**config.mk**
```make
export PLATFORM = sky130hd
export DESIGN_NAME = quad_step_decoder_flat
export DESIGN_NICKNAME = d
export VERILOG_FILES = /design/src/rtl/quad_pkg.sv /design/src/rtl/quad_step_decoder_if.sv /design/src/rtl/quad_filter.sv /design/src/rtl/quad_step_decoder.sv /design/src/flat_wrapper.sv
export SDC_FILE = /design/constraint.sdc
export NUM_CORES = 1
export LEC_CHECK = 0
export CORE_ASPECT_RATIO = 1.75
export CORE_MARGIN = 4
export CORE_UTILIZATION = 50
export CTS_CLUSTER_SIZE = 10
export DETAILED_ROUTE_END_ITERATION = 12
export PLACE_DENSITY = 0.75
export SETUP_SLACK_MARGIN = 0.1
export SLEW_MARGIN = 20
export SYNTH_ARGS = -nofsm -noshare
export SYNTH_HDL_FRONTEND = slang
export SYNTH_SLANG_ARGS = --single-unit
```
**constraint.sdc**
```tcl
create_clock -name clk -period 7 [get_ports clk]
set_clock_uncertainty 0.05 [all_clocks]
set_input_delay 1.4 -clock clk [delete_from_list [all_inputs] [get_ports clk]]
set_output_delay 1.4 -clock clk [all_outputs]
set_load 0.03 [all_outputs]
```
**src/rtl/quad_pkg.sv**
```systemverilog
// rtl/quad_pkg.sv - shared state, phase codes and Gray helper for the quadrature decoder
package quad_pkg;

  typedef enum logic {
    ST_INIT  = 1'b0,
    ST_TRACK = 1'b1
  } state_t;

  // Phase codes are {A,B}
  localparam logic [1:0] PH_00 = 2'b00;
  localparam logic [1:0] PH_01 = 2'b01;
  localparam logic [1:0] PH_11 = 2'b11;
  localparam logic [1:0] PH_10 = 2'b10;

  // Forward (count-up) neighbour in the sequence 00->01->11->10->00
  function automatic logic [1:0] gray_fwd(input logic [1:0] ph);
    logic [1:0] nxt;
    case (ph)
      PH_00:   nxt = PH_01;
      PH_01:   nxt = PH_11;
      PH_11:   nxt = PH_10;
      default: nxt = PH_00;
    endcase
    return nxt;
  endfunction

endpackage

```
**src/rtl/quad_step_decoder_if.sv**
```systemverilog
// rtl/quad_step_decoder_if.sv - encoder pins, control strobes and decoded outputs
interface quad_step_decoder_if #(
  parameter int CNT_W = 16
);
  logic             a_in;
  logic             b_in;
  logic             clr;
  logic             err_clr;
  logic             dir;
  logic             step;
  logic [CNT_W-1:0] pos;
  logic             tc;
  logic             err;

  modport master (
    output a_in, b_in, clr, err_clr,
    input  dir, step, pos, tc, err
  );

  modport slave (
    input  a_in, b_in, clr, err_clr,
    output dir, step, pos, tc, err
  );
endinterface

```
**src/rtl/quad_filter.sv**
```systemverilog
// rtl/quad_filter.sv - per-channel synchroniser and consecutive-cycle glitch filter
module quad_filter #(
  parameter int SYNC_STAGES = 2,
  parameter int FILT_LEN    = 4
) (
  input  logic clk,
  input  logic rst,
  input  logic din,
  output logic level
);

  localparam int CW = (FILT_LEN < 2) ? 1 : $clog2(FILT_LEN);

  logic [SYNC_STAGES-1:0] sync;
  logic                   sync_out;
  logic                   held;
  logic                   primed;
  logic [CW-1:0]          cnt;

  assign sync_out = sync[SYNC_STAGES-1];

  // Synchroniser chain is deliberately unreset so it already carries the pin
  // level when reset releases, letting the first held value match the pin.
  always_ff @(posedge clk) begin
    sync <= {sync[SYNC_STAGES-2:0], din};
  end

  // Held level: seeded from the synchroniser on the first cycle after reset,
  // then only changes after FILT_LEN consecutive differing cycles.
  always_ff @(posedge clk or posedge rst) begin
    if (rst) begin
      held   <= 1'b0;
      primed <= 1'b0;
      cnt    <= '0;
    end else if (!primed) begin
      held   <= sync_out;
      primed <= 1'b1;
      cnt    <= '0;
    end else if (sync_out == held) begin
      cnt <= '0;
    end else if (cnt == CW'(FILT_LEN - 1)) begin
      held <= sync_out;
      cnt  <= '0;
    end else begin
      cnt <= cnt + CW'(1);
    end
  end

  // Before seeding, pass the synchronised pin straight through so the
  // decoder's INIT cycle captures the real encoder position.
  assign level = primed ? held : sync_out;

endmodule

```
**src/rtl/quad_step_decoder.sv**
```systemverilog
// rtl/quad_step_decoder.sv - quadrature decoder: direction, step strobe, position, wrap and error
module quad_step_decoder
  import quad_pkg::*;
#(
  parameter int CNT_W       = 16,
  parameter int SYNC_STAGES = 2,
  parameter int FILT_LEN    = 4
) (
  input logic               clk,
  input logic               rst,
  quad_step_decoder_if.slave bus
);

  logic             a_lvl, b_lvl;
  logic [1:0]       cur_ph;
  state_t           state, state_n;
  logic [1:0]       ref_ph, ref_n;
  logic             step_q, step_n;
  logic             tc_q, tc_n;
  logic             dir_q, dir_n;
  logic             err_q, err_n;
  logic [CNT_W-1:0] pos_q, pos_n;

  quad_filter #(.SYNC_STAGES(SYNC_STAGES), .FILT_LEN(FILT_LEN)) u_filt_a (
    .clk(clk), .rst(rst), .din(bus.a_in), .level(a_lvl)
  );

  quad_filter #(.SYNC_STAGES(SYNC_STAGES), .FILT_LEN(FILT_LEN)) u_filt_b (
    .clk(clk), .rst(rst), .din(bus.b_in), .level(b_lvl)
  );

  assign cur_ph = {a_lvl, b_lvl};

  // State, reference phase and all registered outputs
  always_ff @(posedge clk or posedge rst) begin
    if (rst) begin
      state  <= ST_INIT;
      ref_ph <= PH_00;
      step_q <= 1'b0;
      tc_q   <= 1'b0;
      dir_q  <= 1'b1;
      err_q  <= 1'b0;
      pos_q  <= '0;
    end else begin
      state  <= state_n;
      ref_ph <= ref_n;
      step_q <= step_n;
      tc_q   <= tc_n;
      dir_q  <= dir_n;
      err_q  <= err_n;
      pos_q  <= pos_n;
    end
  end

  // Compare filtered phase with the reference and derive step/dir/pos/tc/err
  always_comb begin
    state_n = state;
    ref_n   = ref_ph;
    step_n  = 1'b0;
    tc_n    = 1'b0;
    dir_n   = dir_q;
    err_n   = err_q;
    pos_n   = pos_q;

    // Clear first so a coincident illegal transition still sets err
    if (bus.err_clr) err_n = 1'b0;

    case (state)
      ST_INIT: begin
        ref_n   = cur_ph;
        state_n = ST_TRACK;
      end
      default: begin
        ref_n = cur_ph;
        if (cur_ph == ref_ph) begin
          step_n = 1'b0;
        end else if (cur_ph == gray_fwd(ref_ph)) begin
          step_n = 1'b1;
          dir_n  = 1'b1;
          pos_n  = pos_q + CNT_W'(1);
          tc_n   = (pos_q == '1);
        end else if (ref_ph == gray_fwd(cur_ph)) begin
          step_n = 1'b1;
          dir_n  = 1'b0;
          pos_n  = pos_q - CNT_W'(1);
          tc_n   = (pos_q == '0);
        end else begin
          err_n = 1'b1;
        end
      end
    endcase

    // clr overrides the position update and masks the wrap strobe
    if (bus.clr) begin
      pos_n = '0;
      tc_n  = 1'b0;
    end
  end

  assign bus.step = step_q;
  assign bus.tc   = tc_q;
  assign bus.dir  = dir_q;
  assign bus.err  = err_q;
  assign bus.pos  = pos_q;

endmodule

```
**src/flat_wrapper.sv**
```systemverilog
// flat-port wrapper written by rule: the top's interface ports become plain ports
module quad_step_decoder_flat import quad_pkg::*;
#(
  parameter int CNT_W       = 16,
  parameter int SYNC_STAGES = 2,
  parameter int FILT_LEN    = 4
)
  (clk, rst, bus_a_in, bus_b_in, bus_clr, bus_err_clr, bus_dir, bus_step, bus_pos, bus_tc, bus_err);
  quad_step_decoder_if #(.CNT_W(CNT_W)) bus_i ();
  input logic clk;
  input logic rst;
  input wire logic [$bits(bus_i.a_in)-1:0] bus_a_in;
  input wire logic [$bits(bus_i.b_in)-1:0] bus_b_in;
  input wire logic [$bits(bus_i.clr)-1:0] bus_clr;
  input wire logic [$bits(bus_i.err_clr)-1:0] bus_err_clr;
  output wire logic [$bits(bus_i.dir)-1:0] bus_dir;
  output wire logic [$bits(bus_i.step)-1:0] bus_step;
  output wire logic [$bits(bus_i.pos)-1:0] bus_pos;
  output wire logic [$bits(bus_i.tc)-1:0] bus_tc;
  output wire logic [$bits(bus_i.err)-1:0] bus_err;
  assign bus_i.a_in = bus_a_in;
  assign bus_i.b_in = bus_b_in;
  assign bus_i.clr = bus_clr;
  assign bus_i.err_clr = bus_err_clr;
  assign bus_dir = bus_i.dir;
  assign bus_step = bus_i.step;
  assign bus_pos = bus_i.pos;
  assign bus_tc = bus_i.tc;
  assign bus_err = bus_i.err;
  quad_step_decoder #(.CNT_W(CNT_W), .SYNC_STAGES(SYNC_STAGES), .FILT_LEN(FILT_LEN)) u_core (.clk(clk), .rst(rst), .bus(bus_i));
endmodule
```
* Word-level counts from Yosys, hierarchy flattened
Index checks and enable logic that the tools add are counted.
** Cells by class
- $add $sub $neg :: 4
- $mul :: 0
- Divide/modulo/power cells :: 0
- Magnitude comparators :: 0
- Eq/ne operators :: 17
- Shifts and indexed selects :: 0
- Multiplexer cells :: 42
- Bitwise gates (word level) :: 1
- Reductions and logical operators :: 10
** Operator list (number)
- 16-bit two-way mux :: 5
- 1-bit two-way mux :: 24
- 2-bit two-way mux :: 11
- 16-bit by 1-bit adder with 16-bit output (second input constant) :: 1
- 16-bit == test (second input constant) :: 1
- 16-bit logical NOT :: 1
- 16-bit by 1-bit subtractor with 16-bit output (second input constant) :: 1
- 2-bit one-hot mux with 3 select lines :: 2
- 2-bit inequality test (second input constant) :: 5
- 2-bit == test (second input constant) :: 4
- 2-bit == test :: 3
- 3-bit AND reduction :: 2
- 2-bit by 1-bit adder with 2-bit output (second input constant) :: 2
- 2-bit by 1-bit == test with 1-bit output (second input constant) :: 2
- 2-bit logical NOT :: 2
- 2-bit AND reduction :: 2
- 2-bit nonzero test :: 2
- 3-bit nonzero test :: 1
- 1-bit == test :: 2
- 1-bit NOT :: 1
** Storage, ports and cells
- Flip-flop bits (word level) :: 33
- Bits in latches :: 0
- Memory bits (writable) :: 0
- Memory bits (read-only) :: 0
- Memories :: 0

* Logic depth before layout (Yosys ltp)
Gate-level depths: netlist (run 1).
- Word-level depth :: 14
- Gate-level depth with buffers :: 12

* By module
A second synthesis (run 1) with hierarchy kept.
** Second synthesis, totals
- Cells, all modules :: 216
- Area, all modules :: 2050.7 um^2
** Modules (own cells, without submodules)
- quad_step_decoder :: instances 1, cells an instance 184, area each 1622.8 um^2, sequential area each 576.8 um^2
- quad_filter :: instances 2, cells an instance 16, area each 214.0 um^2, sequential area each 140.1 um^2

* Worst setup path before layout (run 1)
Ideal clock, no wire load.
- Path type :: register to register
- From :: register u_core.state
- To :: register u_core.pos_q[15] (netlist: u_core.bus.pos[15])
- Setup time :: 0.128 ns
- Data arrival time :: 3.079 ns
- Required time :: 6.822 ns
- Setup slack :: 3.744 ns
- Stages on the path, launching flop included :: 12
- Buffers on the path :: 1
- Cells stage by stage :: dfrtp_1 > buf_2 > mux2i_1 > xnor2_1 > or2_2 > ha_1 > a21o_1 > o21ai_1 > or4b_1 > nand2_1 > mux2i_1 > mux2_1
** On the way
- Word-level cells in the longest chain between the ends :: 9
** Ends and longest elaborated chain
- from (decl) :: RTL line quad_step_decoder.sv:16 : state_t state, state_n;
- from (signal assigned) :: RTL line quad_step_decoder.sv:45 : state <= state_n;
- 1-bit two-way mux
- 2-bit == test (tied with other cells)
- 2-bit one-hot mux with 3 select lines
- 2-bit two-way mux (3 in series)
- 2-bit == test
- 3-bit nonzero test (no line)
- 3-bit AND reduction (no line)
- to (signal assigned) :: RTL line quad_step_decoder.sv:51 : pos_q <= pos_n;
- to (decl) :: RTL line quad_step_decoder.sv:22 : logic [CNT_W-1:0] pos_q, pos_n;
Several ways; a longest one is shown, not always the timed one. The select of a mux whose other input is x is not followed.
A chain may end at the register's enable or synchronous reset.

* Final worst setup path (run 1)
- From :: register u_core.state
- To :: register u_core.pos_q[13] (netlist: u_core.bus.pos[13])
The elaborated chain is that of the path after synthesis.

==> impl_metrics.env, run 1 <==
export IMPL_status="completed"
export IMPL_avgRoutedWirePerCell_um=17.0
export IMPL_fin_nets=283
export IMPL_placed_cell_area_um2=2420
export IMPL_crit_required_ps=7130
export IMPL_dr_pass1_iters=4
export IMPL_cap_violations=0
export IMPL_fp_dieW_um=57.4
export IMPL_ys_ff_latch=33
export IMPL_post_dp_hpwl_um=3640
export IMPL_drt_iter0_drc=56
export IMPL_synth_top_area_share_pct=32.8
export IMPL_layout_common_cells="28 x dfrtp_1, 25 x clkdlybuf4s50_1, 21 x nand2_1"
export IMPL_dieArea_um2=5420
export IMPL_startpoint_type="register"
export IMPL_initial_core_util_pct=51.5
export IMPL_wl_met2_um=2750
export IMPL_syn_inst=233
export IMPL_grt_max_degree=30
export IMPL_cts_root_buffer="clkbuf_8"
export IMPL_die_h_um=94.5
export IMPL_p_leak_nw=1.16
export IMPL_worstMarginPinSlew_ps=753
export IMPL_fmax_ghz=0.272
export IMPL_synthTopCellsByArea="dfrtp_1 33%, ha_1 11%, a21oi_1 4.7%"
export IMPL_instances_no_fill=308
export IMPL_cellPowerDensity_nw_per_um2=479
export IMPL_cts_tree="built"
export IMPL_synth_edf_count=0
export IMPL_clk_pin_slew_ps=70
export IMPL_hold_violations=0
export IMPL_num_vias=1899
export IMPL_cts_buffers=5
export IMPL_endpoint_kind="register"
export IMPL_gp_congestion=0.898
export IMPL_met3_length_um=246
export IMPL_max_slew_margin_pct=49.6
export IMPL_timing_final_crit_share_pct=52.5
export IMPL_utilization_pct=61.6
export IMPL_antenna_diode_count=0
export IMPL_post_cts_resize_count=0
export IMPL_min_path_type="reg2reg"
export IMPL_synthMuxAreaShare_pct=3.46
export IMPL_vias_per_cell=6.17
export IMPL_rows=31
export IMPL_min_period_ps=3680
export IMPL_layout_commonest_cell="dfrtp_1"
export IMPL_synth_top_family_by_area="simple AND/OR/NAND/NOR gates"
export IMPL_synth_simple_gate_area_share_pct=20.0
export IMPL_cts_setup_buffers=0
export IMPL_dp_cells=300
export IMPL_worstPathMaxFanout=19
export IMPL_area_growth_pct=19.6
export IMPL_synth_area_per_cell_um2=9.17
export IMPL_drt_met1_wl_um=2020
export IMPL_yosys_warnings=0
export IMPL_clk_latency_ps=290
export IMPL_ys_seq_area_share_pct=37.8
export IMPL_crit_type="reg2reg"
export IMPL_p_total_mw=1.22
export IMPL_yosys_area_top_type="dfrtp_1"
export IMPL_synth_xor_area_share_pct=6.15
export IMPL_setup_ws_ps=3320
export IMPL_drv_slew=0
export IMPL_grt_pass1_vias=2049
export IMPL_antenna_found_initial=0
export IMPL_drc=0
export IMPL_wl_um=5250
export IMPL_ys_types=53
export IMPL_finalHoldWorstSlack_ps=279
export IMPL_synthFlopType="dfrtp_1"
export IMPL_dp_slack_ps=3390
export IMPL_async_flop_share_pct=87.9
export IMPL_final_antenna_net_count=0
export IMPL_htree_levels=2
export IMPL_grt_pass1_wl_um=9110
export IMPL_boundaryPins=26
export IMPL_synth_fp_nets=258
export IMPL_core_area_um2=4150
export IMPL_rsz0062_at_grt="false"
export IMPL_setup_viol_count_final=0
export IMPL_cts_hold_buf=0
export IMPL_drive_gt1_share_pct=7.72
export IMPL_grt_overflow=0
export IMPL_arrival_ps=3800
export IMPL_synth_fa_ha_area_share_pct=11.5
export IMPL_dr_max_layer_used="met4"
export IMPL_grtUsageTotal_pct=21.6
export IMPL_port_buffers=25
export IMPL_syn_area_um2=2140
export IMPL_synth_compound_area_share_pct=17.6
export IMPL_clock_sinks=33
export IMPL_vdd_drop_max_mv=0.294
export IMPL_clk_path_buf_depth=2
export IMPL_final_area_um2=2550
export IMPL_final_setup_tns_ps=0
[final timing paths]
check                                   startpoint                      end  slack [ps]  depth (start not counted)
min in group asynchronous                      rst       u_core.bus.pos[14]        1430                          3
hold reg to reg            u_core.u_filt_b.sync[0]  u_core.u_filt_b.sync[1]         280                          0
setup reg to reg                      u_core.state       u_core.bus.pos[13]        3320                         10
setup / recovery                      u_core.state       u_core.bus.pos[13]        3320                         10
max in group asynchronous                      rst           u_core.bus.dir        5160                          3
hold / removal             u_core.u_filt_b.sync[0]  u_core.u_filt_b.sync[1]         280                          0
[per-layer routing]
| metal | track usage [%] | vias up |
|---|---|---|
| li1 | - | 891 |
| met1 | 23.4 | 913 |
| met2 | 37.0 | 71 |
| met3 | 4.24 | 24 |
| met4 | 14.7 | 0 |
| met5 | 0 | - |
[synth_stat cells (all sizes together), types with 5 or more instances]
library cell	count
nor4	5
xnor2	11
dfrtp	28
clkbuf	5
nor3	7
nand4	7
a21oi	20
nor2	18
a21o	7
nand2	21
inv	7
ha	18
o21ai	8
nand3	8
[critical path, stage by stage (launching register included)]
cell and delay (ps):
dfrtp_1 570, mux2i_1 320, xor2_1 340, or2_2 460, ha_1 340, a211o_2 360, a211oi_2 290, o21bai_1 180
a21oi_1 250, nor4_1 70, a311o_1 340
[state kept, by name, summed over array words and instances, names as in the netlist]
signal / flops
u_core.state: 1
u_core.bus.tc: 1
u_core.bus.pos: 16
u_core.bus.err: 1
u_core.bus.step: 1
u_core.bus.dir: 1
u_core.u_filt_a.sync: 2
u_core.u_filt_b.cnt: 2
u_core.u_filt_a.cnt: 2
u_core.u_filt_a.held: 1
u_core.u_filt_b.sync: 2
u_core.ref_ph: 2
u_core.u_filt_b.held: 1
[cell families after synthesis]
logic type                 Yosys count
and+or+nand+nor                     84
AOI/OAI and AO/OA                   57
DFF                                 33
adders and majority gates           19
buffers and inverters               17
xor gates and xnor gates            15
muxes                                7
other                                1
[power by group]
part	leakage, nW	total, mW	switching [mW]	internal [mW]
clock network	0.0681	0.214	0.0730	0.141
registers	0.411	0.297	0.0619	0.235
logic	0.676	0.712	0.409	0.303
[area by class of cell]
type	count	area [um2]
clock inverter	3	65.1
timing repair buffer	27	265
clock buffer	5	68.8
multi-input combinational	183	1260
fill	347	1600
inverter	8	30.0
sequential	33	807
tap	49	61.3
Power figures use the tool's default switching activity.
==> run 2, diff against run 1 <==
--- a/config.mk
+++ b/config.mk
@@ -10,7 +10,7 @@
 export CORE_UTILIZATION = 50
 export CTS_CLUSTER_SIZE = 10
 export DETAILED_ROUTE_END_ITERATION = 12
-export PLACE_DENSITY = 0.75
+export PLACE_DENSITY = 0.78
 export SETUP_SLACK_MARGIN = 0.1
 export SLEW_MARGIN = 20
 export SYNTH_ARGS = -nofsm -noshare
==> constraint.sdc (replaced) <==
create_clock -name clk -period 2.9 [get_ports clk]
set_clock_uncertainty 0.05 [all_clocks]
set_input_delay 0.58 -clock clk [delete_from_list [all_inputs] [get_ports clk]]
set_output_delay 0.58 -clock clk [all_outputs]
set_load 0.03 [all_outputs]
==> run 2 against run 1 <==
Against the previous run: the run now ends with setup timing left; non-clock buffer count increased by 42; routed wire length is 30% higher; setup slack worse by 3500 ps; register-to-register slack got worse by 3500 ps; sequential power increased to 2.5 times the previous value; critical path type unchanged; critical endpoint is now u_core.bus.pos[15]; largest cell class unchanged; highest routed layer unchanged.
==> impl_metrics.env, run 2 (synthesized netlist as in run 1, its figures left out) <==
export IMPL_status="finished, violations left"
export IMPL_failed_checks="setup timing"
export IMPL_hp_start="u_core.u_filt_a.sync[0]"
export IMPL_cts_tree="built"
export IMPL_endpoint_kind="register"
export IMPL_crit_start="u_core.state"
export IMPL_num_vias=2126
export IMPL_setup_viol_count_final=3
export IMPL_timing_final_crit_share_pct=105
export IMPL_p_leak_nw=1.37
export IMPL_worstPathBufferInverterCount=1
export IMPL_cp_slowest_stage_delay_ps=520
export IMPL_drt_iter0_drc=68
export IMPL_crit_family="simple AND/OR/NAND/NOR gates"
export IMPL_worstMarginPinSlew_ps=622
export IMPL_setup_ws_ps=-159
export IMPL_drc=0
export IMPL_port_buffers=25
export IMPL_avgRoutedWirePerCell_um=19.4
export IMPL_wl_met2_um=3600
export IMPL_crit_type="reg2reg"
export IMPL_clk_path_buf_depth=2
export IMPL_rsz0062_at_grt="true"
export IMPL_multi_input_area_um2=1550
export IMPL_clock_sinks=33
export IMPL_dieArea_um2=5420
export IMPL_largest_register_ffs=16
export IMPL_antenna_diode_count=0
export IMPL_drt_met1_wl_um=2510
export IMPL_grtUsageTotal_pct=24.3
export IMPL_vias_per_cell=6.06
export IMPL_final_antenna_net_count=0
export IMPL_layout_common_cells="39 x buf_4, 27 x dfrtp_1, 25 x clkdlybuf4s50_1"
export IMPL_core_area_um2=4150
export IMPL_antenna_found_initial=0
export IMPL_met3_length_um=316
export IMPL_wl_um=6800
export IMPL_initial_core_util_pct=51.5
export IMPL_cellPowerDensity_nw_per_um2=1160
export IMPL_layout_commonest_cell="buf_4"
export IMPL_fmax_ghz=0.327
export IMPL_hold_path_endpoint="u_core.u_filt_a.sync[1]"
export IMPL_die_h_um=94.5
export IMPL_grt_pass1_wl_um=10000
export IMPL_fin_nets=326
export IMPL_gp_congestion=0.841
export IMPL_min_path_type="reg2reg"
export IMPL_clk_pin_slew_ps=70
export IMPL_timing_rr_start="u_core.state"
export IMPL_area_growth_pct=47.2
export IMPL_seq_area_um2=808
export IMPL_hold_depth=0
export IMPL_hold_violations=0
export IMPL_cap_violations=0
export IMPL_cpMostUsedCell="nand2_1"
export IMPL_crit_required_ps=3030
export IMPL_final_area_um2=3140
export IMPL_fillers=270
export IMPL_cp_slowest_cell="or4b_1"
export IMPL_cts_root_buffer="clkbuf_8"
export IMPL_ff2ff_path_depth=10
export IMPL_placed_cell_area_um2=2790
export IMPL_r2r_end="u_core.bus.pos[15]"
export IMPL_p_total_mw=3.63
export IMPL_drive_gt1_share_pct=32.1
export IMPL_grt_pass1_vias=2123
export IMPL_worstPathMaxFanout=7
export IMPL_boundaryPins=26
export IMPL_grt_overflow=0
export IMPL_drv_slew=0
export IMPL_dr_max_layer_used="met4"
export IMPL_rows=31
export IMPL_cts_buffers=5
export IMPL_startpoint_type="register"
export IMPL_fp_dieW_um=57.4
export IMPL_r2r_slack_ps=-160
export IMPL_final_setup_tns_ps=-206
export IMPL_vdd_drop_max_mv=1.00
export IMPL_arrival_ps=3190
export IMPL_dp_slack_ps=-225
export IMPL_min_period_ps=3060
export IMPL_dr_pass1_iters=4
export IMPL_crit_chain="mux2i_4 > xnor2_4 > or2_4 > buf_6 > ha_1 > nand2_1 > or4b_1 > nand2_1 > mux2i_1 > mux2_1"
export IMPL_max_slew_margin_pct=58.5
export IMPL_clk_latency_ps=300
export IMPL_post_dp_hpwl_um=4350
export IMPL_htree_levels=2
export IMPL_grt_max_degree=22
-- run 2: changes by cell type in the layout (fill, tap and decap cells not counted), sizes merged --
cell,change
buf,+42
clkinv,-1
bufinv,-2
clkinvlp,+3
or2,+1
-- run 2: worst max path at each step --
stage / to / depth (start not counted)
floorplan: u_core.bus.pos[15] / 11
global placement: u_core.bus.pos[15] / 11
detailed placement: u_core.bus.pos[15] / 11
CTS: u_core.bus.pos[15] / 11
global route: u_core.bus.pos[15] / 10
finish: u_core.bus.pos[15] / 10
-- run 2: routing by layer --
| metal | vias up | track usage, % |
|---|---|---|
| li1 | 985 | - |
| met1 | 1021 | 26.4 |
| met2 | 85 | 41.4 |
| met3 | 35 | 4.79 |
| met4 | 0 | 16.8 |
| met5 | - | 0 |
-- run 2: stage by stage --
step	util [%]	hold slack [ps]	std cells
6_report	75.7	280	351
5_1_grt	75.7	286	351
4_1_cts	72.3	280	349
3_5_place_dp	67.2	262	336
3_3_place_gp	67.2	260	336
2_1_floorplan	-	260	233
-- run 2: where the power goes --
| group | switching, mW | internal (mW) |
|---|---|---|
| clock network | 0.198 | 0.168 |
| registers | 0.180 | 0.566 |
| logic | 1.29 | 1.23 |
-- run 2: timing repair --
item                                    CTS  global route
endpoints found under the setup margin    8            10
cloned                                    1             0
setup buffers                             5             2
hold buffers                              0             0
gates resized for setup                  22            24
pin swaps                                18            14
-- run 2: final cells by class --
cell class / instances / area share [%]
tap: 49 / 1.95
sequential: 33 / 25.7
timing repair buffer: 69 / 19.1
multi-input combinational: 184 / 49.4
clock inverter: 3 / 0.717
clock buffer: 5 / 2.19
inverter: 8 / 0.955
-- run 2: worst reg2reg max path: cells and delay by family (launching register included) --
| kind | cells | cell delay (ps) |
|---|---|---|
| XOR/XNOR | 1 | 120 |
| AND/OR/NAND/NOR | 4 | 1020 |
| flip-flops | 1 | 450 |
| buffers and inverters | 1 | 160 |
| adder cells (fa/ha/maj) | 1 | 290 |
| multiplexers | 3 | 850 |
==> run 3, diff against run 2 <==
--- a/config.mk
+++ b/config.mk
@@ -6,7 +6,7 @@
 export NUM_CORES = 1
 export LEC_CHECK = 0
 export CORE_ASPECT_RATIO = 1.75
-export CORE_MARGIN = 4
+export CORE_MARGIN = 2
 export CORE_UTILIZATION = 50
 export CTS_CLUSTER_SIZE = 10
 export DETAILED_ROUTE_END_ITERATION = 12
==> constraint.sdc (replaced) <==
create_clock -name clk -period 2.9 [get_ports clk]
set_clock_uncertainty 0.05 [all_clocks]
set_input_delay 0.58 -clock clk [delete_from_list [all_inputs] [get_ports clk]]
set_output_delay 0.58 -clock clk [all_outputs]
set_load 0.005 [all_outputs]
==> run 3 against run 2 <==
Against the previous run: the flow still finishes with violations (setup timing); combinational power is 3% lower; count of clock-buffer cells in the layout unchanged; cell count decreased by 2.0%; via count up 2.0%; critical endpoint unchanged; clock power rose by 23%; fmax shrank 1.2%; largest power group unchanged; utilization increased by 2.4 points; sequential power hardly changed; die area shrank 11%; register-to-register slack worse by 40 ps; highest routed layer unchanged; sequential cell count unchanged; setup slack worse by 37 ps; critical path type unchanged.
==> impl_metrics.env, run 3 (synthesized netlist as in run 1, its figures left out) <==
export IMPL_cts_tree="built"
export IMPL_startpoint_type="register"
export IMPL_core_area_um2=4110
export IMPL_grtUsageTotal_pct=28.9
export IMPL_post_dp_hpwl_um=4090
export IMPL_final_antenna_net_count=0
export IMPL_port_buffers=25
export IMPL_dp_cells=329
export IMPL_crit_required_ps=3040
export IMPL_drt_iter0_drc=91
export IMPL_setup_ws_ps=-196
export IMPL_vdd_drop_max_mv=0.793
export IMPL_cts_buffers=5
export IMPL_area_growth_pct=50.3
export IMPL_setup_viol_count_final=4
export IMPL_wl_um=6930
export IMPL_status="finished, violations left"
export IMPL_drv_slew=0
export IMPL_layout_common_cells="31 x buf_4, 27 x dfrtp_1, 25 x clkdlybuf4s50_1"
export IMPL_die_h_um=90.5
export IMPL_dr_pass1_iters=4
export IMPL_cellPowerDensity_nw_per_um2=1130
export IMPL_num_vias=2169
export IMPL_endpoint_kind="register"
export IMPL_worstMarginPinSlew_ps=614
export IMPL_fmax_ghz=0.323
export IMPL_fp_dieW_um=53.4
export IMPL_layout_commonest_cell="buf_4"
export IMPL_timing_final_crit_share_pct=107
export IMPL_clk_pin_slew_ps=90
export IMPL_cap_violations=0
export IMPL_failed_checks="setup timing"
export IMPL_initial_core_util_pct=51.9
export IMPL_grt_max_degree=22
export IMPL_antenna_found_initial=0
export IMPL_hold_violations=0
export IMPL_clock_sinks=33
export IMPL_drc=0
export IMPL_grt_overflow=0
export IMPL_min_period_ps=3100
export IMPL_clk_path_buf_depth=2
export IMPL_crit_type="reg2reg"
export IMPL_min_path_type="reg2reg"
export IMPL_gp_congestion=0.864
export IMPL_cts_hold_buf=0
export IMPL_arrival_ps=3240
export IMPL_p_leak_nw=1.37
export IMPL_cts_root_buffer="clkbuf_8"
export IMPL_p_total_mw=3.64
export IMPL_rsz0062_at_grt="true"
export IMPL_vias_per_cell=6.31
export IMPL_clk_latency_ps=300
export IMPL_grt_pass1_vias=2188
export IMPL_rows=31
export IMPL_antenna_diode_count=0
export IMPL_fin_nets=319
export IMPL_finalHoldWorstSlack_ps=291
export IMPL_instances_no_fill=344
export IMPL_boundaryPins=26
export IMPL_htree_levels=2
export IMPL_final_setup_tns_ps=-376
export IMPL_avgRoutedWirePerCell_um=20.1
export IMPL_worstPathMaxFanout=7
export IMPL_dp_slack_ps=-225
export IMPL_largest_register_ffs=16
export IMPL_max_slew_margin_pct=59.1
export IMPL_grt_pass1_wl_um=10300
export IMPL_dieArea_um2=4830
export IMPL_drive_gt1_share_pct=34.6
## run 3: cell count changes in the layout (fill, tap and decap cells not counted), moves of 2 or more
cell        before  now
a21o_2           2    0
a21o_4           0    3
buf_4           39   31
clkinvlp_4       3    1
ha_1            10    7
ha_4             8   11
nand2_1         20   18
nand2_2          0    3
o21ai_1          3    1
xnor2_2          0    2
## run 3: critical path: stages, from the launching register on
cell,delay [ps]
dfrtp_2,470
mux2i_4,220
xor2_2,200
or2_4,350
ha_4,320
and2_4,170
o21ai_2,80
or4b_1,500
nand2_1,90
mux2i_1,200
mux2_1,330
## run 3: cell type report
class | instances | area (um2)
Multi-Input combinational cell | 184 | 1650
Fill cell | 255 | 901
Sequential cell | 33 | 808
Timing Repair Buffer | 62 | 551
Clock buffer | 5 | 68.8
Tap cell | 49 | 61.3
Clock inverter | 3 | 46.3
Inverter | 8 | 30.0
## run 3: where the power goes
group	internal, mW	total (mW)	switching [mW]
combinational	1.26	2.44	1.18
sequential	0.566	0.748	0.182
clock	0.257	0.450	0.192
## run 3: per-stage QoR
step                      utilization [%]  area [um2]
after floorplan                         -        2260
after global placement               66.6        2740
after detailed placement             66.6        2740
after CTS                            72.3        2970
after global routing                 78.1        3210
final                                78.1        3210
## run 3: what timing repair did
item                       4_1_cts  5_1_grt
cloned                           1        0
setup buffers                    4        2
setup endpoints to repair        9       10
pin swaps                        7       19
resized for setup               19       42
## run 3: path summary, 6_finish.rpt
check / endpoint / start / slack [ps] / cells after the start
setup reg to reg: u_core.bus.pos[15] / u_core.state / -200 / 10
max in group asynchronous: u_core.bus.pos[4] / rst / 1580 / 3
hold / removal: u_core.u_filt_b.sync[1] / u_core.u_filt_b.sync[0] / 290 / 0
min in group asynchronous: u_core.u_filt_a.cnt[1] / rst / 580 / 2
setup / recovery: u_core.bus.pos[15] / u_core.state / -200 / 10
hold reg to reg: u_core.u_filt_b.sync[1] / u_core.u_filt_b.sync[0] / 290 / 0
## run 3: metal layers
metal / up-vias / GRT usage (%) / wire length [um]
li1: 971 / - / -
met1: 1072 / 31.6 / 2470
met2: 93 / 47.9 / 3810
met3: 33 / 5.30 / 281
met4: 0 / 19.2 / 375
met5: - / 0 / 0
==> patch (settings of run 3) <==
Reset style: synchronous (`rst`), changed in 2 clocked blocks.
--- a/src/rtl/quad_filter.sv
+++ b/src/rtl/quad_filter.sv
@@ -27,7 +27,7 @@
 
   // Held level: seeded from the synchroniser on the first cycle after reset,
   // then only changes after FILT_LEN consecutive differing cycles.
-  always_ff @(posedge clk or posedge rst) begin
+  always_ff @(posedge clk) begin
     if (rst) begin
       held   <= 1'b0;
       primed <= 1'b0;
--- a/src/rtl/quad_step_decoder.sv
+++ b/src/rtl/quad_step_decoder.sv
@@ -32,7 +32,7 @@
   assign cur_ph = {a_lvl, b_lvl};
 
   // State, reference phase and all registered outputs
-  always_ff @(posedge clk or posedge rst) begin
+  always_ff @(posedge clk) begin
     if (rst) begin
       state  <= ST_INIT;
       ref_ph <= PH_00;
Formal check against the unedited RTL: differs if rst is asserted again (counterexample within 10 cycles, from zero or initial values and one cycle with rst high); with rst held inactive, the same outputs for 10 cycles.
==> patch against run 3 <==
Design area down 21%. Critical path type unchanged. Wire length is 27% lower. Critical endpoint is now u_core.bus.pos[13]. Worst setup slack improved by 0.33 ns. Sequential cell count unchanged. Area after synthesis shrank 8.1%. Critical path depth is 1 higher.
Power is not compared: it rests on default switching activity, and its combinational part moved more than twofold at a synthesized area within 25%.
==> patch: results (changes against run 3) <==
logic_synthesis:
  synth-async-reset-ratio: 0  # -0.879
  syn-num-nets: 241  # -6.6%
  syn_inst: 216  # -7.3%
  ys_seq_area_frac: 0.337  # -0.0411
  synth_commonest_cells: "33 x dfxtp_1, 20 x a21oi_1, 18 x ha_1, 17 x nor2_1, 14 x nand2_1"
  synth.area.top_cells: "dfxtp_1 34%, ha_1 11%, xnor2_1 5.4%"
  netlist-cell-type-count: 46  # -13%
worst_setup_path:
  reg2regPathDepth: 11  # +1
  r2r_start: "u_core.state"
  cp_top_family: "compound AO/OA/AOI/OAI gates"
  critPathMaxStageDelay_ns: 0.39  # -0.11 ns
  critPathArrivalTime_ns: 2.90  # -0.34 ns
  cp_max_fo: 9  # +2
  rrSetupSlack_ns: 0.14  # +0.33 ns
route:
  via_count: 1767  # -19%
  wl_met3_um: 195  # -31%
  drt_iter0_drc: 26  # -71%
  m1WireLength_um: 1930  # -22%
  routedWlPerCell_um: 16.8  # -17%
  dr_wl_met2_um: 2720  # -29%
sta:
  whs_ns: 0.285  # -0.00628 ns
  fin_crit_ns: 2.76  # -0.332 ns
placed_design:
  hpwl_um: 3480  # -15%
  post-place-ws_ns: -0.0695  # +0.156 ns
  gp_congestion: 0.937  # +8.5%
  dp_cells: 291  # -12%
  dpl_cell_area_mm2: 0.00231  # -16%
finish:
  final_util: 0.666  # -0.115
  nClkBuffers: 7  # +2
  n_all_buffers: 33  # -47%
  num-multi-input-gates: 172  # -6.5%
  fillers: 325  # +27%
  layout.nets: 277  # -13%
  inverters: 7  # -1
  clkCellAreaFrac: 0.0457  # +0.00980
  sh_seq_area: 0.261  # +0.00892
  stdcell_count: 301  # -13%
  buffer_area_frac: 0.127  # -0.0448
  drive_above_1_share: 0.174  # -0.172
status:
  status: "complete, no violations"
global_routing:
  grt_start_max_net_pins: 17  # -23%
  antenna_found_initial: 0  # unchanged
  met3_usage: 0.0498  # -0.00315
  grt_use_total: 0.232  # -0.0571
  use_met1: 0.238  # -0.0773
  grt_pass1_wl_um: 7800  # -24%
  grt_pass1_vias: 1738  # -21%
  met2_usage: 0.429  # -0.0509
cts:
  cts.repair.resized: 5  # -14
  cts_setup_buffers: 0  # -4
  clk_pin_slew_ns: 0.07  # -0.02 ns
worst_hold_path:
  hold_path_end: "u_core.u_filt_b.sync[1]"
==> patch: cell types whose count changed after synthesis, sizes merged, moves of 4 or more <==
| cell | change |
|---|---|
| nand2 | -7 |
| dfxtp | +29 |
| a21o | -4 |
| a22o | +6 |
| a31oi | -4 |
| mux2i | +5 |
| nor3 | -6 |
| dfrtp | -28 |
==> patch: power by group through the flow <==
stage | combinational, uW | clock, uW | sequential (uW)
after CTS | 414 | 456 | 502
after global placement | 395 | 0 | 512
after global routing | 495 | 479 | 508
after floorplan | 292 | 0 | 508
final | 457 | 456 | 505
after detailed placement | 404 | 0 | 512
==> patch: cell families after synthesis <==
logic type | count (synthesis) | synth area share
DFF | 33 | 0.337
xor gates and xnor gates | 20 | 0.0969
adders and majority gates | 19 | 0.125
buffers and inverters | 12 | 0.0306
AOI/OAI and AO/OA | 55 | 0.182
muxes | 9 | 0.0497
and+or+nand+nor | 68 | 0.179
